===== src/rtl/router_in_ctrl.sv =====
// router_in_ctrl: header decode and byte steering from the source into NUM_PORTS FIFOs.
// Define ROUTER_IN_STATS_EN to add saturating packet/error/drop counters.
module router_in_ctrl #(
  parameter int NUM_PORTS = 3
`ifdef ROUTER_IN_STATS_EN
  , parameter int STAT_W = 16
`endif
) (
  input  logic                 clock,
  input  logic                 resetn,
  input  logic [7:0]           din,
  input  logic                 pkt_valid,
  input  logic [NUM_PORTS-1:0] fifo_full,
  output logic                 busy,
  output logic                 error,
  output logic [7:0]           dout,
  output logic [NUM_PORTS-1:0] write_enb
`ifdef ROUTER_IN_STATS_EN
  , output logic [STAT_W-1:0]  pkt_count,
  output logic [STAT_W-1:0]    err_count,
  output logic [STAT_W-1:0]    drop_count
`endif
);
  typedef enum logic [2:0] {IDLE, LOAD_DATA, LOAD_PARITY, CHECK, DROP} state_t;
  state_t st, st_d;
  logic [1:0] addr_q, wport;
  logic [5:0] len_q, cnt_q;
  logic [7:0] par_q;
  logic       par_ok, len_err, wr, valid_addr, hdr_full, cur_full;
  logic [3:0] full_ext, we4;
  // fifo_full widened to the 2-bit address space so invalid addresses index safely
  always_comb begin
    full_ext = '0;
    full_ext[NUM_PORTS-1:0] = fifo_full;
  end
  assign valid_addr = 32'(din[1:0]) < NUM_PORTS;
  assign hdr_full   = full_ext[din[1:0]];
  assign cur_full   = full_ext[addr_q];
  assign dout       = din;
  assign we4        = wr ? 4'b0001 << wport : 4'b0000;
  assign write_enb  = we4[NUM_PORTS-1:0];
  always_comb begin
    st_d  = st;
    busy  = 1'b0;
    wr    = 1'b0;
    wport = addr_q;
    case (st)
      IDLE: begin
        busy = pkt_valid & valid_addr & hdr_full;
        if (pkt_valid & valid_addr & !hdr_full) begin
          wr    = 1'b1;
          wport = din[1:0];
          st_d  = din[7:2] == 6'd0 ? LOAD_PARITY : LOAD_DATA;
        end else if (pkt_valid & !valid_addr) st_d = DROP;
      end
      LOAD_DATA: begin
        busy = cur_full;
        if (!cur_full) begin
          wr   = 1'b1;
          st_d = !pkt_valid ? CHECK : (cnt_q + 6'd1 == len_q) ? LOAD_PARITY : LOAD_DATA;
        end
      end
      LOAD_PARITY: begin
        busy = cur_full;
        if (!cur_full) begin
          wr   = 1'b1;
          st_d = CHECK;
        end
      end
      CHECK: begin
        busy = 1'b1;
        st_d = IDLE;
      end
      DROP: st_d = pkt_valid ? DROP : IDLE;
      default: st_d = IDLE;
    endcase
  end
  always_ff @(posedge clock or negedge resetn) begin
    if (!resetn) begin
      st      <= IDLE;
      addr_q  <= '0;
      len_q   <= '0;
      cnt_q   <= '0;
      par_q   <= '0;
      par_ok  <= 1'b1;
      len_err <= 1'b0;
      error   <= 1'b0;
    end else begin
      st <= st_d;
      if (st == IDLE && wr) begin
        addr_q  <= din[1:0];
        len_q   <= din[7:2];
        cnt_q   <= '0;
        par_q   <= din;
        par_ok  <= 1'b1;
        len_err <= 1'b0;
        error   <= 1'b0;
      end
      if (st == LOAD_DATA && wr) begin
        if (pkt_valid) begin
          par_q <= par_q ^ din;
          cnt_q <= cnt_q + 6'd1;
        end else begin
          par_ok  <= din == par_q;
          len_err <= 1'b1;
        end
      end
      // a still-high pkt_valid on the parity byte means the packet ran long
      if (st == LOAD_PARITY && wr) begin
        par_ok  <= din == par_q;
        len_err <= len_err | pkt_valid;
      end
      if (st == CHECK) error <= ~par_ok | len_err;
    end
  end
`ifdef ROUTER_IN_STATS_EN
  always_ff @(posedge clock or negedge resetn) begin
    if (!resetn) begin
      pkt_count  <= '0;
      err_count  <= '0;
      drop_count <= '0;
    end else begin
      if (st == CHECK) pkt_count <= pkt_count + STAT_W'(~&pkt_count);
      if (st == CHECK && (~par_ok | len_err)) err_count <= err_count + STAT_W'(~&err_count);
      if (st == DROP && !pkt_valid) drop_count <= drop_count + STAT_W'(~&drop_count);
    end
  end
`endif
endmodule


===== config.mk =====
export PLATFORM = sky130hd
export DESIGN_NAME = router_in_ctrl
export DESIGN_NICKNAME = d
export VERILOG_FILES = /design/src/rtl/router_in_ctrl.sv
export SDC_FILE = /design/constraint.sdc
export NUM_CORES = 1
export LEC_CHECK = 0
export BUFFER_PORTS_ARGS = -buffer_cell sky130_fd_sc_hd__buf_2
export CORE_ASPECT_RATIO = 0.8
export CORE_MARGIN = 3
export CORE_UTILIZATION = 54
export DETAILED_ROUTE_END_ITERATION = 16
export MAX_ROUTING_LAYER = met4
export PLACE_DENSITY = 0.81
export SYNTH_ARGS = -nofsm -noshare
export SYNTH_HDL_FRONTEND = slang
export SYNTH_SLANG_ARGS = --single-unit

===== constraint.sdc =====
create_clock -name clock -period 5.83 [get_ports clock]
set_input_delay 0.8745 -clock clock [delete_from_list [all_inputs] [get_ports clock]]
set_output_delay 0.8745 -clock clock [all_outputs]
set_load 0.1 [all_outputs]

==> results of run 1 <==
-- through the flow --
step                cells  setup slack [ns]
floorplan             223              1.33
global placement      268              1.84
detailed placement    268              1.72
CTS                   272              1.73
global route          272              1.47
finish                272              1.74
-- power by group --
group / internal, mW / switching (mW) / total [mW]
clock: 0.0920 / 0.0618 / 0.154
combinational: 0.227 / 0.387 / 0.614
sequential: 0.282 / 0.119 / 0.401
-- flip-flops by register name, summed over array words and instances, names as in the netlist --
signal / count
len_err: 1
par_q: 8
par_ok: 1
cnt_q: 6
addr_q: 2
error: 1
st: 3
len_q: 6
-- worst max-delay path, delay by kind of cell --
kind | cells | cell delay (ns)
buffers and inverters | 2 | 0.62
AOI/OAI and AO/OA | 2 | 0.38
and+or+nand+nor | 3 | 1.33
-- kinds of logic after synthesis --
group                      Yosys count
DFF                                 28
buffers and inverters               30
adders and majority gates            1
and+or+nand+nor                     77
muxes                               11
xor gates and xnor gates            18
AOI/OAI and AO/OA                   58
-- path summary, 6_finish.rpt --
path	slack (ns)	endpoint	startpoint	cells after the start
max in group asynchronous	4.81	addr_q[1]	resetn	1
min in group asynchronous	0.60	cnt_q[1]	resetn	1
hold / removal	0.51	len_err	len_err	2
hold reg to reg	0.51	len_err	len_err	2
setup reg to reg	3.20	cnt_q[2]	st[0]	6
setup / recovery	1.74	write_enb[1]	din[0]	7
-- routing by layer --
layer  global-route usage, %  part of all wire (%)
met1                    29.2                    50
met2                    29.3                    44
met3                    4.54                   5.5
met4                    2.37                  0.51
met5                       -                     0
-- cell usage in the layout (no fill, tap or decap), types with 4 or more instances in the layout --
cell type  Yosys  routed
nand2_1       21      21
mux2_2         7       7
nor2_1        20      20
nand3b_1       5       5
nor3_1         6       6
mux2i_1        4       4
inv_1          8       8
or3_1          4       4
o22ai_1       12      12
xnor2_1        6       6
o21ai_0        8       8
nand3_1        5       5
xor2_1        12      12
buf_2          3      26
a21oi_1       16      16
dfrtp_1       27      27
-- cell type report --
type / count / area, sq um
tap: 40 / 50.0
inverter: 8 / 30.0
timing repair buffer: 27 / 138
sequential: 28 / 702
multi-input combinational: 165 / 1060
clock buffer: 3 / 41.3
clock inverter: 1 / 30.0
fill: 270 / 1210
==> results_dict.tcl, run 1 <==
set metrics [dict create \
    crit_fanout 23 \
    clk_pin_slew_ns 0.10 \
    core_sq_um 3270 \
    antenna_left 0 \
    port-buffer-count 26 \
    muxShareOfSynthArea_pct 6.10 \
    arrival_ns 3.21 \
    synth_area_sq_um 1950 \
    yosys.area.top_type "dfrtp_1" \
    netlist-cell-type-count 48 \
    end_kind "primary output" \
    fin_setup_tns_ns 0 \
    cts.repair.resized 0 \
    relSlewSlack_pct 42.6 \
    routabilityCongestion 0.963 \
    yosysWarnings 0 \
    vdd_drop_max_uv 326 \
    dieArea_sq_um 4370 \
    cts_tree "done" \
    postSynthAreaPerCell_sq_um 8.74 \
    die-width_um 73.2 \
    crit_type "in2out" \
    dr.pass1.iters 4 \
    ctsRootBufferMaster "clkbuf_8" \
    first_global_vias 1404 \
    synth_top_family_by_area "compound AO/OA/AOI/OAI gates" \
    final_layout_size_suffix_gt1_share_pct 19.8 \
    synth_enable_flop_cells 0 \
    vias 1599 \
    synth_cells 223 \
    worstSkewPairLatency_ns 0.28 \
    drc 0 \
    cp_slowest_cell "or3_1" \
    place_area_sq_um 1980 \
    critPathMaxStageDelay_ns 0.49 \
    rsz0062_at_grt "false" \
    grt_pass1_wl_mm 6.66 \
    final_util_pct 63.0 \
    synth_most_common_cell "dfrtp_1" \
    slew_violations 0 \
    fin_area_sq_um 2060 \
    vias_per_cell 5.88 \
    min_period_ns 4.09 \
    timing.fmax_mhz 245 \
    holdWs_ns 0.508 \
    timing.final.crit_share_pct 70.1 \
    numCtsBuffers 3 \
    antenna_cells 0 \
    synthAdderAreaFrac_pct 0.642 \
    hold_class "reg2reg" \
    worstPathRequired_ns 4.96 \
    antenna_found_initial 0 \
    pin_count 27 \
    cts_setup_buffers 0 \
    dp_hpwl_mm 2.93 \
    rows 18 \
    worstMarginPinSlew_ns 0.861 \
    clk_path_buf_depth 2 \
    synthArstFlopShare_pct 100 \
    p_per_area_nw_per_um2 568 \
    die_y_um 59.7 \
    p_leak_nw 0.899 \
    layout.nets 248 \
    max-cap-violations 0 \
    wirelength_mm 4.09 \
    seq_area_frac_synth_pct 36.0 \
    synth_common_cells "dfrtp_1, nand2_1, nor2_1" \
    synth.area.top_cells "dfrtp_1, xor2_1, a21oi_1, mux2_2, nand2_1" \
    power_mw 1.17 \
    outcome "finished, final reports clean" \
    synthXorXnorAreaFrac_pct 8.09 \
    hold_viol 0 \
    post_drt_wl_per_cell_um 15.0 \
    setup_viol 0 \
    synth_compound_area_share_pct 20.1 \
    postCtsHoldBufs 0 \
    path_cells "buf_2, nor4bb_1, a31o_2, nand2_1, or3_1, a21oi_1, buf_2" \
    grt_util_all_layers_pct 20.1 \
    first_iter_violations 101 \
    ys_seq_elements 28 \
    startpoint_type "input port" \
    grt_max_degree 29 \
    synth_ff_type "dfrtp_1" \
    path_common_cell "buf_2" \
    gr-total-overflow 0 \
    synth_fp_nets 238 \
    cts.sinks 28 \
    synth-simple-area-share_pct 19.7 \
    clock_skew_ns 0.00386 \
    syn2layout_area_growth_pct 5.46 \
    yosysTopAreaCellShare_pct 34.7 \
    start_util_pct 59.7 \
    htree_levels 1 \
]
Power figures use the tool's default switching activity.
==> run 2: changes to the inputs <==
--- a/config.mk
+++ b/config.mk
@@ -8,7 +8,7 @@
 export BUFFER_PORTS_ARGS = -buffer_cell sky130_fd_sc_hd__buf_2
 export CORE_ASPECT_RATIO = 0.8
 export CORE_MARGIN = 3
-export CORE_UTILIZATION = 54
+export CORE_UTILIZATION = 52
 export DETAILED_ROUTE_END_ITERATION = 16
 export MAX_ROUTING_LAYER = met4
 export PLACE_DENSITY = 0.81
==> constraint.sdc (replaced) <==
create_clock -name clock -period 3.6 [get_ports clock]
set_input_delay 0.54 -clock clock [delete_from_list [all_inputs] [get_ports clock]]
set_output_delay 0.54 -clock clock [all_outputs]
set_load 0.1 [all_outputs]
==> run 2 against run 1 <==
- wire length increased by 4.1%
- critical path type is now reg2out
- via count grew 4.1%
- global-route usage increased by 0.60 points
- setup slack worse by 1.1 ns
- count of clock-buffer cells in the layout stayed put
- utilization down 2.8 points
- final area up 2.9%
==> results_dict.tcl, run 2 (synthesis gave the netlist of run 1 again) <==
set metrics [dict create \
    antenna_cells 0 \
    routabilityCongestion 0.906 \
    worstSkewPairLatency_ns 0.27 \
    worstMarginPinSlew_ns 0.609 \
    p_switching_mw 0.947 \
    antenna_found_initial 0 \
    postCtsHoldBufs 0 \
    wirelength_mm 4.26 \
    power_frac_clock_pct 12.5 \
    relSlewSlack_pct 59.4 \
    dr.pass1.iters 4 \
    final_layout_size_suffix_gt1_share_pct 21.8 \
    hold_viol 0 \
    setup_viol 0 \
    first_global_vias 1508 \
    min_period_ns 2.96 \
    p_per_area_nw_per_um2 932 \
    top_register "par_q" \
    regArea_sq_um 702 \
    grt_pass1_wl_mm 7.00 \
    die-width_um 74.5 \
    rows 19 \
    end_kind "primary output" \
    rr_startpoint "cnt_q[0]" \
    p_leak_nw 0.916 \
    grt_util_all_layers_pct 20.7 \
    start_util_pct 55.4 \
    nFillCells 311 \
    max-cap-violations 0 \
    reg2reg_slack_ns 1.30 \
    multiInputGateArea_sq_um 1080 \
    dp_hpwl_mm 3.07 \
    first_iter_violations 201 \
    final_cell_mix "dfrtp_1, buf_2, nand2_1, nor2_1, a21oi_1" \
    gr-total-overflow 0 \
    pin_count 27 \
    antenna_left 0 \
    swShare_pct 48.0 \
    numCtsBuffers 3 \
    rsz0062_at_grt "false" \
    seqPwrFrac_pct 32.9 \
    post_drt_wl_per_cell_um 15.4 \
    internal_power_mw 1.02 \
    vias_per_cell 6.03 \
    ctsRootBufferMaster "clkbuf_8" \
    vdd_drop_max_uv 440 \
    crit_fanout 6 \
    cts.sinks 28 \
    crit_type "reg2out" \
    die_y_um 60.8 \
    slew_violations 0 \
    layout.nets 250 \
    largest_register_ffs 8 \
    clk_pin_slew_ns 0.10 \
    clock_skew_ns 0.00341 \
    outcome "finished, final reports clean" \
    grt_max_degree 29 \
    arrival_ns 2.42 \
    cts.repair.resized 0 \
    fin_setup_tns_ns 0 \
    p_comb_share_pct 54.6 \
    worstPathRequired_ns 3.06 \
    timing.fmax_mhz 338 \
    cts_tree "done" \
    htree_levels 1 \
    drc 0 \
    vias 1664 \
    core_sq_um 3520 \
    startpoint_type "flip-flop" \
    top_regs "par_q x8, cnt_q x6, len_q x6" \
    cts_setup_buffers 0 \
    clk_path_buf_depth 2 \
    syn2layout_area_growth_pct 8.54 \
    crit_start "addr_q[0]" \
    port-buffer-count 26 \
    holdWs_ns 0.261 \
    mostFrequentLayoutCell "dfrtp_1" \
    hold_class "in2async" \
    dieArea_sq_um 4520 \
    timing.final.crit_share_pct 82.1 \
]
[run 2: cell types whose count changed in the layout (fill, tap and decap cells not counted), sizes merged]
cell  change
buf       +2
[run 2: through the flow]
| step | area, sq um | utilization, % | power [mW] | setup slack, ns | std cells |
|---|---|---|---|---|---|
| final | 2120 | 60.1 | 1.97 | 0.644 | 276 |
| after global routing | 2120 | 60.1 | 2.11 | 0.485 | 276 |
| after CTS | 2120 | 60.1 | 1.97 | 0.669 | 276 |
| after detailed placement | 2040 | 58.1 | 1.72 | 0.727 | 272 |
| after global placement | 2040 | 58.1 | 1.68 | 0.808 | 272 |
| after floorplan | 1960 | - | 1.52 | 0.0783 | 223 |
[run 2: routing by layer]
metal  up-vias  part of all wire, %  global-route usage (%)
met3         8                  4.7                    4.30
met2        53                   46                    31.5
li1        812                    -                       -
met5         -                    0                       -
met4         0                  1.5                    3.55
met1       791                   48                    28.9
[run 2: path summary, 6_finish.rpt]
| path | to | depth (start not counted) |
|---|---|---|
| setup / recovery | write_enb[2] | 6 |
| hold / removal | cnt_q[2] | 1 |
| setup reg to reg | st[1] | 6 |
| hold reg to reg | len_err | 2 |
| max in group asynchronous | par_q[7] | 1 |
| min in group clock | len_err | 2 |
[run 2: power by group through the flow]
stage | clock, mW | sequential [mW] | combinational [mW]
finish | 0.246 | 0.649 | 1.08
global route | 0.259 | 0.674 | 1.17
CTS | 0.251 | 0.643 | 1.08
detailed placement | 0 | 0.650 | 1.07
global placement | 0 | 0.643 | 1.04
floorplan | 0 | 0.608 | 0.910
[run 2: cell type report]
cell class	instances	area share (%)
multi-input cells	165	50.9
inverters	8	1.42
clock buffers	3	1.95
well taps	42	2.48
repair buffers	29	8.63
clock inverters	1	1.42
flip-flops and latches	28	33.2
[run 2: critical path, stage by stage (launching register included)]
cell and delay, ns:
dfrtp_1 0.45, mux2i_1 0.39, o21ai_0 0.28, nor2_1 0.25
a22oi_1 0.20, a21oi_1 0.14, buf_2 0.43
==> run 3: changes to the inputs <==
--- a/config.mk
+++ b/config.mk
@@ -8,7 +8,7 @@
 export BUFFER_PORTS_ARGS = -buffer_cell sky130_fd_sc_hd__buf_2
 export CORE_ASPECT_RATIO = 0.8
 export CORE_MARGIN = 3
-export CORE_UTILIZATION = 52
+export CORE_UTILIZATION = 54
 export DETAILED_ROUTE_END_ITERATION = 16
 export MAX_ROUTING_LAYER = met4
 export PLACE_DENSITY = 0.81
==> constraint.sdc (replaced) <==
create_clock -name clock -period 3 [get_ports clock]
set_input_delay 0.45 -clock clock [delete_from_list [all_inputs] [get_ports clock]]
set_output_delay 0.45 -clock clock [all_outputs]
set_load 0.1 [all_outputs]
==> run 3 against run 2 <==
- clock power increased by 20%
- wire length fell by 6.4%
- sequential share of layout area decreased by 0.37 points
- critical path type unchanged
- critical endpoint is now write_enb[0]
==> results_dict.tcl, run 3 (synthesis gave the netlist of run 1 again) <==
set metrics [dict create \
    die-width_um 73.2 \
    htree_levels 1 \
    final_layout_size_suffix_gt1_share_pct 22.6 \
    worstSkewPairLatency_ns 0.27 \
    start_util_pct 59.7 \
    antenna_found_initial 0 \
    first_global_vias 1404 \
    top_regs "par_q x8, cnt_q x6, len_q x6" \
    dieArea_sq_um 4370 \
    min_period_ns 2.76 \
    timing.fmax_mhz 362 \
    antenna_left 0 \
    vdd_drop_max_uv 613 \
    core_sq_um 3270 \
    cp_slowest_cell "dfrtp_1" \
    hold_class "in2async" \
    clk_path_buf_depth 2 \
    first_iter_violations 153 \
    fin_setup_tns_ns 0 \
    largest_register_ffs 8 \
    top_register "par_q" \
    die_y_um 59.7 \
    postCtsHoldBufs 0 \
    gr-total-overflow 0 \
    clk_pin_slew_ns 0.09 \
    wirelength_mm 3.98 \
    layout.nets 251 \
    crit_type "reg2out" \
    cts_setup_buffers 0 \
    grt_max_degree 29 \
    pin_count 27 \
    rsz0062_at_grt "false" \
    end_kind "primary output" \
    startpoint_type "flip-flop" \
    slew_violations 0 \
    numCtsBuffers 3 \
    antenna_cells 0 \
    mostFrequentLayoutCell "dfrtp_1" \
    cts.sinks 28 \
    hold_viol 0 \
    cts_tree "done" \
    clock_skew_ns 0.00243 \
    relSlewSlack_pct 59.9 \
    p_per_area_nw_per_um2 1110 \
    final_cell_mix "dfrtp_1, buf_2, nand2_1, nor2_1, a21oi_1" \
    vias 1618 \
    routabilityCongestion 0.869 \
    arrival_ns 2.31 \
    outcome "finished, final reports clean" \
    ctsRootBufferMaster "clkbuf_8" \
    dp_hpwl_mm 2.95 \
    setup_viol 0 \
    dp.cells 271 \
    cts.repair.resized 0 \
    drc 0 \
    worstMarginPinSlew_ns 0.601 \
    path_cells "nor3_1, nand2_1, or3_1, a21oi_2, buf_12" \
    crit_fanout 15 \
    grt_pass1_wl_mm 6.74 \
    rows 18 \
    p_leak_nw 0.924 \
    max-cap-violations 0 \
    syn2layout_area_growth_pct 9.76 \
    port-buffer-count 26 \
    grt_util_all_layers_pct 20.2 \
    dr.pass1.iters 4 \
    vias_per_cell 5.88 \
    timing.final.crit_share_pct 92.0 \
    post_drt_wl_per_cell_um 14.5 \
    critPathMaxStageDelay_ns 0.56 \
    worstPathRequired_ns 2.55 \
    instances_no_fill 275 \
]
## run 3: changes by cell type in the layout (fill, tap and decap cells not counted), sizes merged
cell  before  now
buf       29   30
## run 3: area by class of cell
| type | instances | area (sq um) |
|---|---|---|
| Clock buffer | 3 | 41.3 |
| Timing Repair Buffer | 30 | 205 |
| Sequential cell | 28 | 702 |
| Tap cell | 40 | 50.0 |
| Multi-Input combinational cell | 165 | 1080 |
| Fill cell | 267 | 1130 |
| Inverter | 8 | 30.0 |
| Clock inverter | 1 | 30.0 |
## run 3: critical path, delay by kind of cell (launching register included)
| family | cells | cell delay, ns |
|---|---|---|
| simple gates | 3 | 1.09 |
| flops | 1 | 0.56 |
| compound gates | 1 | 0.19 |
| buf+inv | 1 | 0.19 |
## run 3: path summary, 6_finish.rpt
kind                          start      endpoint  slack (ns)  cells after the start
setup / recovery              st[1]  write_enb[0]        0.24                      5
hold / removal               resetn      len_q[2]        0.17                      1
setup reg to reg           cnt_q[0]         st[1]        0.70                      6
hold reg to reg             len_err       len_err        0.50                      2
max in group asynchronous    resetn     addr_q[0]        2.43                      1
min in group clock           din[6]      par_q[6]        0.49                      3
## run 3: power by group
group / internal [mW] / switching [mW]
registers: 0.548 / 0.220
logic: 0.519 / 0.786
clock network: 0.179 / 0.116
total: 1.25 / 1.12
## run 3: through the flow
step	area [sq um]	hold WS, ns	util [%]	worst slack [ns]	power [mW]
CTS	2140	0.196	65.5	0.248	2.38
detailed placement	2070	0.483	63.3	0.364	2.08
floorplan	1970	0.154	-	0.0607	1.83
global placement	2070	0.471	63.3	0.425	2.05
finish	2140	0.172	65.5	0.241	2.37
global route	2140	0.208	65.5	0.0740	2.55
## run 3: routing by layer
metal	share of wire, %	up-vias	GRT usage, %
li1	-	815	-
met1	50	763	29.0
met2	43	38	29.0
met3	6.0	2	6.39
met4	0.30	0	1.58
met5	0	-	-
